--- src/rtl/dii_packet_tx_if.sv ---
// DII ring channel: 16-bit flits with first/last framing and a valid/ready handshake.
// The master drives flits toward the router; the slave (router local input) returns ready.
interface dii_packet_tx_if;
    logic [15:0] data;
    logic        first;
    logic        last;
    logic        valid;
    logic        ready;

    modport master (output data, output first, output last, output valid, input ready);
    modport slave  (input data, input first, input last, input valid, output ready);
endinterface

--- src/rtl/dii_packet_tx.sv ---
// Serializes one debug message per request into a DII packet: dest, src, type, then payload flits.
// Outputs are registered; a new request is taken in the same cycle the final flit handshakes.
module dii_packet_tx #(
    parameter int MAX_PAYLOAD = 8
) (
    input  logic                               clk,
    input  logic                               rst,
    input  logic [9:0]                         id,
    input  logic                               req_valid,
    output logic                               req_ready,
    input  logic [9:0]                         req_dest,
    input  logic [15:0]                        req_type,
    input  logic [$clog2(MAX_PAYLOAD+1)-1:0]   req_len,
    input  logic [16*MAX_PAYLOAD-1:0]          req_payload,
    output logic                               req_err,
    dii_packet_tx_if.master                    out
);
    localparam int LW = $clog2(MAX_PAYLOAD + 1);
    localparam logic [LW-1:0] MAXL = LW'(MAX_PAYLOAD);

    typedef enum logic [2:0] {IDLE, DEST, SRC, TYPE, PAYLOAD} state_t;

    state_t                    state;
    logic [9:0]                src_r;
    logic [15:0]               type_r;
    logic [LW-1:0]             len_r;
    logic [LW-1:0]             cnt;
    logic [16*MAX_PAYLOAD-1:0] pl_r;
    logic [LW-1:0]             len_clamped;
    logic                      hs;
    logic                      done;
    logic                      accept;

    assign hs          = out.valid && out.ready;
    assign done        = hs && out.last;
    // Ready in the final-flit cycle lets the next packet follow without a bubble.
    assign req_ready   = !rst && (state == IDLE || done);
    assign accept      = req_valid && req_ready;
    assign len_clamped = (req_len > MAXL) ? MAXL : req_len;

    always_ff @(posedge clk) begin
        if (rst) begin
            state     <= IDLE;
            out.valid <= 1'b0;
            out.first <= 1'b0;
            out.last  <= 1'b0;
            out.data  <= '0;
            req_err   <= 1'b0;
            src_r     <= '0;
            type_r    <= '0;
            len_r     <= '0;
            cnt       <= '0;
            pl_r      <= '0;
        end else begin
            req_err <= 1'b0;
            if (accept) begin
                state     <= DEST;
                src_r     <= id;
                type_r    <= req_type;
                len_r     <= len_clamped;
                pl_r      <= req_payload;
                cnt       <= '0;
                req_err   <= (req_len > MAXL);
                out.valid <= 1'b1;
                out.first <= 1'b1;
                out.last  <= 1'b0;
                out.data  <= {6'b0, req_dest};
            end else if (done) begin
                state     <= IDLE;
                out.valid <= 1'b0;
                out.first <= 1'b0;
                out.last  <= 1'b0;
                out.data  <= '0;
            end else if (hs) begin
                case (state)
                    DEST: begin
                        state     <= SRC;
                        out.first <= 1'b0;
                        out.data  <= {6'b0, src_r};
                    end
                    SRC: begin
                        state    <= TYPE;
                        out.data <= type_r;
                        out.last <= (len_r == '0);
                    end
                    // Payload is shifted out low flit first; cnt counts flits already presented.
                    TYPE: begin
                        state    <= PAYLOAD;
                        out.data <= pl_r[15:0];
                        pl_r     <= pl_r >> 16;
                        cnt      <= LW'(1);
                        out.last <= (len_r == LW'(1));
                    end
                    PAYLOAD: begin
                        out.data <= pl_r[15:0];
                        pl_r     <= pl_r >> 16;
                        cnt      <= cnt + 1'b1;
                        out.last <= ((cnt + 1'b1) == len_r);
                    end
                    default: begin
                        state     <= IDLE;
                        out.valid <= 1'b0;
                    end
                endcase
            end
        end
    end
endmodule

--- src/flat_wrapper.sv ---
// flat-port wrapper written by rule: the top's interface ports become plain ports
module dii_packet_tx_flat 
#(
    parameter int MAX_PAYLOAD = 8
)
  (clk, rst, id, req_valid, req_ready, req_dest, req_type, req_len, req_payload, req_err, out_data, out_first, out_last, out_valid, out_ready);
  dii_packet_tx_if out_i ();
  input  logic clk;
  input  logic rst;
  input  logic [9:0] id;
  input  logic req_valid;
  output logic req_ready;
  input  logic [9:0] req_dest;
  input  logic [15:0] req_type;
  input  logic [$clog2(MAX_PAYLOAD+1)-1:0] req_len;
  input  logic [16*MAX_PAYLOAD-1:0] req_payload;
  output logic req_err;
  output wire logic [$bits(out_i.data)-1:0] out_data;
  output wire logic [$bits(out_i.first)-1:0] out_first;
  output wire logic [$bits(out_i.last)-1:0] out_last;
  output wire logic [$bits(out_i.valid)-1:0] out_valid;
  input wire logic [$bits(out_i.ready)-1:0] out_ready;
  assign out_data = out_i.data;
  assign out_first = out_i.first;
  assign out_last = out_i.last;
  assign out_valid = out_i.valid;
  assign out_i.ready = out_ready;
  dii_packet_tx #(.MAX_PAYLOAD(MAX_PAYLOAD)) u_core (.clk(clk), .rst(rst), .id(id), .req_valid(req_valid), .req_ready(req_ready), .req_dest(req_dest), .req_type(req_type), .req_len(req_len), .req_payload(req_payload), .req_err(req_err), .out(out_i));
endmodule
--- config.mk ---
export PLATFORM = sky130hd
export DESIGN_NAME = dii_packet_tx_flat
export DESIGN_NICKNAME = d
export VERILOG_FILES = /design/src/rtl/dii_packet_tx_if.sv /design/src/rtl/dii_packet_tx.sv /design/src/flat_wrapper.sv
export SDC_FILE = /design/constraint.sdc
export NUM_CORES = 1
export LEC_CHECK = 0
export BUFFER_PORTS_ARGS = -buffer_cell sky130_fd_sc_hd__buf_2
export CAP_MARGIN = 20
export CORE_MARGIN = 3
export CORE_UTILIZATION = 26
export DETAILED_ROUTE_END_ITERATION = 8
export PLACE_DENSITY = 0.42
export SETUP_SLACK_MARGIN = 0.1
export SYNTH_ARGS = -nofsm -noshare
export SYNTH_HDL_FRONTEND = slang
export SYNTH_SLANG_ARGS = --single-unit
--- constraint.sdc ---
create_clock -name clk -period 2.6 [get_ports clk]
set_input_delay 0.13 -clock clk [delete_from_list [all_inputs] [get_ports clk]]
set_output_delay 0.13 -clock clk [all_outputs]
set_load 0.05 [all_outputs]
## After elaboration in Yosys (flattened, before gate mapping)

Cells that the tools add are included.
Widths: inputs -> output; s select.

- Eq/ne operators: 9
- Bitwise gates (word level): 3
- Reduce and logical (&&, ||, !) cells: 30
- Multiplexer cells: 23
- Add/sub/neg operators: 1
- $lt $le $gt $ge: 1

Operator list:

| cell | count |
|---|---|
| $mux 128 | 4 |
| $pmux 16 s3 | 1 |
| $mux 10 | 3 |
| $reduce_and 2->1 | 7 |
| $pmux 3 s4 | 1 |
| $reduce_bool 3->1 | 4 |
| $mux 1 | 11 |
| $pmux 4 s2 | 1 |
| $eq 3x2->1 const B | 2 |
| $ne 3x1->1 const B | 2 |
| $reduce_and 3->1 | 2 |
| $reduce_bool 2->1 | 3 |
| $reduce_or 2->1 | 3 |
| $reduce_bool 5->1 | 1 |
| $add 4x1->4 const B | 1 |
| $eq 4x1->1 const B | 1 |
| $eq 4x4->1 | 1 |
| $gt 4x4->1 const B | 1 |
| $logic_and 1x1->1 | 4 |
| $logic_not 4->1 | 1 |
| $mux 4 | 1 |
| $reduce_or 4->1 | 1 |
| $eq 3x1->1 const B | 1 |
| $eq 3x3->1 const B | 1 |
| other kinds (7) | 9 |

- Bits in registers: 185
- Input port bits: 172

## Longest topological paths before layout

Gate-level depths: netlist of the first run.

- Depth in word-level cells: 7
- Gate-level depth with buffers: 9

## Worst setup path after synthesis of the first run

OpenSTA, ideal clock, no wires.

- Kind: flip-flop to flip-flop
- From: register u_core.out.last
- To: register u_core.len_r[0]
- Data arrival time: 2144 ps
- Period minus slack after synthesis: 2215 ps
- Library setup time: 70 ps
- Cell stages (with the launch flop): 10
- Slack: 385 ps
- Buffers on the path: 5
- Cell sequence: dfxtp_1 > buf_2 > and3_1 > clkbuf_1 > o21a_1 > clkbuf_2 > buf_2 > buf_1 > nand3b_1 > a21oi_1

- Longest elaborated chain between the ends: 4

Ends and longest elaborated chain:

| what | RTL line | source |
|---|---|---|
| from (decl) | dii_packet_tx_if.sv:10 | `modport master (output data, output first, output last, output valid, input ready);` |
| from (signal assigned) | dii_packet_tx.sv:84 | `out.last <= (len_r == '0);` |
| from (signal assigned) | dii_packet_tx.sv:92 | `out.last <= (len_r == LW'(1));` |
| from (signal assigned) | dii_packet_tx.sv:98 | `out.last <= ((cnt + 1'b1) == len_r);` |
| $logic_and 1x1->1 | dii_packet_tx.sv:35 | `assign done = hs && out.last;` |
| $logic_or 1x1->1 | dii_packet_tx.sv:37 | `assign req_ready = !rst && (state == IDLE \|\| done);` |
| $logic_and 1x1->1 | dii_packet_tx.sv:37 |  |
| $logic_and 1x1->1 | dii_packet_tx.sv:38 | `assign accept = req_valid && req_ready;` |
| to (signal assigned) | dii_packet_tx.sv:60 | `len_r <= len_clamped;` |
| to (decl) | dii_packet_tx.sv:26 | `logic [LW-1:0] len_r;` |

Every way passes these cells.
A chain may end at the register's enable or synchronous reset.

## Final worst setup path of the first run

- From: register u_core.state[1]
- To: register u_core.pl_r[40]

- Longest elaborated chain between the ends: 6
- Elaborated cells on any way between the ends: 12
- Classes of those cells: 3 x eq/ne; 1 x mux; 8 x reduce/logical

Ends and longest elaborated chain:

| what | RTL line | source |
|---|---|---|
| from (decl) | dii_packet_tx.sv:23 | `state_t state;` |
| from (signal assigned) | dii_packet_tx.sv:43 | `state <= IDLE;` |
| from (signal assigned) | dii_packet_tx.sv:57 | `state <= DEST;` |
| from (signal assigned) | dii_packet_tx.sv:69 | `state <= IDLE;` |
| $logic_not 3->1 | dii_packet_tx.sv:37 |  |
| $logic_or 1x1->1 | dii_packet_tx.sv:37 |  |
| $logic_and 1x1->1 | dii_packet_tx.sv:37 |  |
| $logic_and 1x1->1 | dii_packet_tx.sv:38 |  |
| $ne 2x2->1 (no source line) / $reduce_bool 2->1 (equally long branches) | n/a |  |
| $reduce_and 3->1 (no source line) | n/a |  |
| to (signal assigned) | dii_packet_tx.sv:61 | `pl_r <= req_payload;` |
| to (signal assigned) | dii_packet_tx.sv:90 | `pl_r <= pl_r >> 16;` |
| to (signal assigned) | dii_packet_tx.sv:96 | `pl_r <= pl_r >> 16;` |
| to (decl) | dii_packet_tx.sv:28 | `logic [16*MAX_PAYLOAD-1:0] pl_r;` |

Several ways; a longest one is shown, not always the timed one.

==> flow_metrics.tcl, run 1 <==
set metrics [dict create \
    synth_edf_count 0 \
    finalHoldViolCount 0 \
    p_sw_mw 2.173 \
    maxSlewViolCount 0 \
    slew_headroom_pct 28.17 \
    rsz0062_at_grt "true" \
    root_buffer "clkbuf_16" \
    antenna_cells 0 \
    setup_tns_ps 0 \
    switching_share_pct 30.27 \
    fin_util_pct 36.19 \
    final_antenna_net_count 0 \
    p_leak_nw 4.269 \
    areaGrowthSynthToFinish_pct 35.94 \
    drive_gt1_share_pct 27.07 \
    clock_path_buffers 2 \
    yosysUniqueCellTypes 44 \
    wire_per_inst_um 17.43 \
    clock-sinks 185 \
    die_x_um 186.4 \
    drt-pass1-iter-count 4 \
    drtIter0Drc 412 \
    hold_slack_ps 18.73 \
    dpl.hpwl_mm 18.75 \
    synth.avg_cell_area_um2 9.182 \
    die_area_mm2 0.03476 \
    numCtsBuffers 17 \
    hp-class "in -> reg" \
    syn_inst 922 \
    finalNetCount 1353 \
    internal-power_mw 5.007 \
    cap_viol_max_count 0 \
    peakVddDrop_uv 458.3 \
    crit_arrival_ps 2650 \
    netlist_top_cells_area "dfxtp_1 44%, a211oi_2 10%, mux2i_1 9.3%, a22oi_1 6.3%, a21oi_1 5.0%" \
    vias 7560 \
    synth-seq-area-share_pct 43.75 \
    h-tree-depth 4 \
    dpl-instance-area_mm2 0.009774 \
    period_share_pct 87.78 \
    grt_max_degree 118 \
    start_kind "flip-flop" \
    synth_flop_cell "dfxtp_1" \
    skew_ps 15.74 \
    grt_pass1_vias 7468 \
    synth_area_mm2 0.008466 \
    synth_top_area_share_pct 43.75 \
    status "complete, no violations" \
    p_seq_share_pct 45.2 \
    p_clk_share_pct 37.2 \
    core_mm2 0.03180 \
    totalPowerFinal_mw 7.180 \
    portBuffers 192 \
    final-setup-viol-count 0 \
    powerDensity_mw_per_mm2 623.9 \
    routed_wirelength_mm 28.38 \
    synth_seq_cells 185 \
    worstSkewPairLatency_ps 440 \
    mostFrequentLayoutCell "buf_2" \
    clkTransAtPathRegs_ps 80 \
    antenna_found_initial 3 \
    fp.dieH_um 186.4 \
    timing.fmax_ghz 0.4381 \
    start_util_pct 26.62 \
    routabilityCongestion 0.7330 \
    design_area_mm2 0.01151 \
    row_count 65 \
    layout.filler_cells 3316 \
    synth_top_cell_by_area "dfxtp_1" \
    path_class "reg -> reg" \
    cp.required_ps 2970 \
    layout_common_cells "191 x buf_2, 185 x dfxtp_1, 110 x nand2_1, 108 x dlygate4sd3_1, 102 x nor2_1" \
    synth_nets 1095 \
    critPathMaxFanout 18 \
    grt_pass1_wl_mm 43.17 \
    cts_tree "yes" \
    yosys_warnings 0 \
    ys_async_sr_fraction_pct 0 \
    grt_usage_pct 15.56 \
    pwr-share-comb_pct 17.6 \
    endpoint_kind "flip-flop" \
    grt_overflow 0 \
    via_per_inst 4.644 \
    io_pins 193 \
    tightest_slew_ps 1076 \
    period_needed_ps 2282 \
    drc 0 \
]
-- worst paths after layout --
check | start | end | slack [ps] | cells past startpoint
worst max-delay path | u_core.state[1] | u_core.pl_r[40] | 320 | 7
worst min-delay path | req_payload[46] | u_core.pl_r[46] | 20 | 3
worst max register to register | u_core.state[1] | u_core.pl_r[40] | 320 | 7
worst min register to register | u_core.pl_r[51] | u_core.pl_r[51] | 460 | 2
-- worst max-delay path, cell delays in order, from the launching register on --
cell	delay, ps
dfxtp_1	510
or3b_1	230
a211oi_4	80
buf_12	150
buf_4	140
nor2_2	800
nand2_1	120
a21oi_1	170
-- flip-flops by register name, indices dropped and copies added (netlist names) --
name and count:
u_core.out.last 1, u_core.len_r 4, u_core.type_r 16, u_core.out.data 16
u_core.src_r 10, u_core.out.valid 1, u_core.out.first 1, u_core.cnt 4
u_core.state 3, u_core.pl_r 128, u_core.req_err 1
-- area by class of cell --
class | count | area, um^2 | share of cell area, %
Multi-Input combinational cell | 641 | 4337 | 37.68
Sequential cell | 185 | 3704 | 32.18
Timing Repair Buffer | 324 | 2295 | 19.94
Tap cell | 435 | 544.3 | 4.729
Clock buffer | 18 | 439.2 | 3.816
Clock inverter | 14 | 148.9 | 1.294
Inverter | 11 | 41.29 | 0.3588
-- metal layers --
layer  vias to the layer above  share of wire, %  GRT usage, %
met5                         -              0.14             0
met4                         6               1.8         4.362
met3                        30               4.4         3.663
met2                       176                45         24.46
met1                      3516                48         21.43
li1                       3832                 -             -
-- metrics by stage --
stage               instances  setup slack (ps)
finish                   1628             317.7
global route             1628             99.68
CTS                      1623             205.4
detailed placement       1483             224.0
global placement         1483             224.7
floorplan                 922             385.4
-- cell usage after synthesis, types with 2 or more instances --
cell	instances
a22oi_1	71
inv_1	11
a221oi_1	10
mux2i_1	79
and3_1	3
a21oi_1	84
o21a_1	2
a211o_1	9
nand3_1	2
nor3b_1	2
xor2_1	3
o21ai_0	17
o211ai_1	2
clkbuf_2	2
buf_4	2
o2bb2ai_1	6
o22ai_1	12
nor3_1	4
a211oi_2	70
buf_1	5
or3_1	2
nor2b_1	3
xnor2_1	3
buf_6	10
clkbuf_1	54
dfxtp_1	185
nor2_1	103
o22a_1	9
nand2b_1	14
and2_1	2
nand3b_1	7
nand2_1	110
buf_2	13
-- power groups by stage --
stage / logic, mW / clock network [mW] / registers (mW)
finish: 1.26 / 2.67 / 3.25
global route: 1.40 / 2.86 / 3.28
CTS: 1.27 / 2.76 / 3.25
detailed placement: 1.14 / 0 / 3.32
global placement: 1.13 / 0 / 3.31
floorplan: 0.710 / 0 / 3.31
-- kinds of logic after synthesis --
kind of cell,count (synthesis),synth area share [%]
DFF,185,43.75
adders and majority gates,1,0.1478
and+or+nand+nor,256,12.73
buffers and inverters,97,5.498
AOI/OAI and AO/OA,298,27.92
xor gates and xnor gates,6,0.6209
muxes,79,9.341
-- repair_timing --
action | CTS | global route
resized for setup | 0 | 4
endpoints found under the hold margin | 109 | 0
hold buffers | 108 | 0
setup buffers | 0 | 2
setup endpoints to repair | 0 | 47
(Power assumes the default switching activity.)
==> inputs of run 2 (changes only) <==
--- a/config.mk
+++ b/config.mk
@@ -7,10 +7,12 @@
 export LEC_CHECK = 0
 export BUFFER_PORTS_ARGS = -buffer_cell sky130_fd_sc_hd__buf_2
 export CAP_MARGIN = 20
+export CELL_PAD_IN_SITES_DETAIL_PLACEMENT = 0
+export CELL_PAD_IN_SITES_GLOBAL_PLACEMENT = 2
 export CORE_MARGIN = 3
 export CORE_UTILIZATION = 26
 export DETAILED_ROUTE_END_ITERATION = 8
-export PLACE_DENSITY = 0.42
+export PLACE_DENSITY = 0.64
 export SETUP_SLACK_MARGIN = 0.1
 export SYNTH_ARGS = -nofsm -noshare
 export SYNTH_HDL_FRONTEND = slang
==> flow_metrics.tcl, run 2 (synthesis gave the netlist of run 1 again) <==
set metrics [dict create \
    row_count 65 \
    io_pins 193 \
    vias 7501 \
    rsz0062_at_grt "false" \
    status "complete, no violations" \
    dpl.hpwl_mm 19.83 \
    worstHoldStart "req_payload[16]" \
    mostFrequentLayoutCell "buf_2" \
    numCtsBuffers 17 \
    finalNetCount 1352 \
    areaGrowthSynthToFinish_pct 36.48 \
    cts_tree "yes" \
    die_x_um 186.4 \
    p_leak_nw 4.288 \
    layout.filler_cells 3294 \
    hold_depth 3 \
    critPathMaxFanout 13 \
    finalHoldViolCount 0 \
    final_antenna_net_count 0 \
    ctsHoldBuffers 104 \
    drtIter0Drc 492 \
    timing.final.ws_setup_ps 266.5 \
    clkTransAtPathRegs_ps 70 \
    postCtsSetupRepairBufs 0 \
    die_area_mm2 0.03476 \
    fp.dieH_um 186.4 \
    grt_pass1_vias 7595 \
    clock-sinks 185 \
    final-setup-viol-count 0 \
    regArea_mm2 0.003704 \
    grt_pass1_wl_mm 44.33 \
    biggestRegsByFlops "u_core.pl_r (128), u_core.out.data (16), u_core.type_r (16)" \
    hp-class "in -> reg" \
    layout_common_cells "191 x buf_2, 185 x dfxtp_1, 110 x nand2_1, 104 x dlygate4sd3_1, 102 x nor2_1" \
    routed_wirelength_mm 28.71 \
    post-place-ws_ps 374.6 \
    tightest_slew_ps 926.2 \
    cap_viol_max_count 0 \
    multiInputGateArea_mm2 0.004330 \
    r2r_setup_slack_ps 350 \
    drc 0 \
    rr_startpoint "u_core.state[1]" \
    start_util_pct 26.62 \
    path_class "reg -> out" \
    endpoint_kind "primary output" \
    cp.required_ps 2470 \
    antenna_cells 0 \
    period_needed_ps 2333 \
    root_buffer "clkbuf_16" \
    powerDensity_mw_per_mm2 620.2 \
    crit_arrival_ps 2200 \
    drive_gt1_share_pct 27.35 \
    worstSkewPairLatency_ps 440 \
    h-tree-depth 4 \
    grt_max_degree 82 \
    wire_per_inst_um 17.65 \
    antenna_found_initial 1 \
    routabilityCongestion 0.7589 \
    drt-pass1-iter-count 4 \
    grt_overflow 0 \
    top_register "u_core.pl_r" \
    slew_headroom_pct 38.03 \
    maxSlewViolCount 0 \
    rr_endpoint "u_core.out.data[9]" \
    r2r_cells 6 \
    peakVddDrop_uv 457.8 \
    via_per_inst 4.610 \
    core_mm2 0.03180 \
    skew_ps 26.13 \
    period_share_pct 89.75 \
    clock_path_buffers 2 \
    cts_resized 0 \
    timing.fmax_ghz 0.4285 \
    hold_end "u_core.pl_r[16]" \
    setup_tns_ps 0 \
    start_kind "flip-flop" \
    largest_register_ffs 128 \
    portBuffers 192 \
    grt_usage_pct 16.08 \
]
## run 2: cell types whose count changed in the layout (fill, tap and decap cells not counted), sizes merged
cell and change:
buf +5, bufinv -1, clkbuf -2, clkinv +6, dlygate4sd3 -4, inv -4, nor2 -1
## run 2: metrics by stage
step                      instance area, um^2  hold slack [ps]  power [mW]  cells  utilization, %
final                                   11550            11.97       7.165   1627           36.33
after global routing                    11550            2.046       7.529   1627           36.33
after CTS                               11550          0.09906       7.294   1627           36.33
after detailed placement                 9910            375.9       4.509   1491           31.16
after global placement                   9910            381.7       4.504   1491           31.16
after floorplan                          8466            256.5       4.024    922               -
## run 2: layout make-up
class	instances	share of cell area [%]
Tap cell	435	4.711
Inverter	11	0.3574
Clock inverter	15	1.538
Multi-Input combinational cell	640	37.48
Sequential cell	185	32.06
Clock buffer	17	3.682
Timing Repair Buffer	324	20.18
## run 2: worst max-delay path: stages, from the launching register on
cell and delay [ps]:
dfxtp_1 340, buf_4 190, nor3_1 570, nor2_1 120, nor2_1 250, buf_2 320
## run 2: worst max-delay path by stage
stage                          startpoint            endpoint  slack [ps]  depth (start not counted)
after detailed placement  u_core.state[2]     u_core.pl_r[71]         370                          6
final                     u_core.state[0]           req_ready         270                          5
after global routing      u_core.state[0]           req_ready         110                          5
after CTS                 u_core.state[0]           req_ready         180                          5
after floorplan           u_core.out.last     u_core.len_r[0]         390                          9
after global placement    u_core.state[1]  u_core.out.data[2]         320                          6
## run 2: report_power, final
group	total, mW	leakage, nW	switching (mW)	internal [mW]
logic	1.29	2.48	0.725	0.566
clock network	2.62	0.289	1.32	1.30
registers	3.25	1.52	0.182	3.07
## run 2: metal layers
layer  up-vias  track usage [%]  routed length [um]  part of all wire [%]
li1       3831                -                   -                     -
met1      3464            22.00               13770                    48
met2       181            26.72               13590                    47
met3        23            2.536                 964                   3.4
met4         2            3.809                 362                   1.3
met5         -                0                  20                 0.070
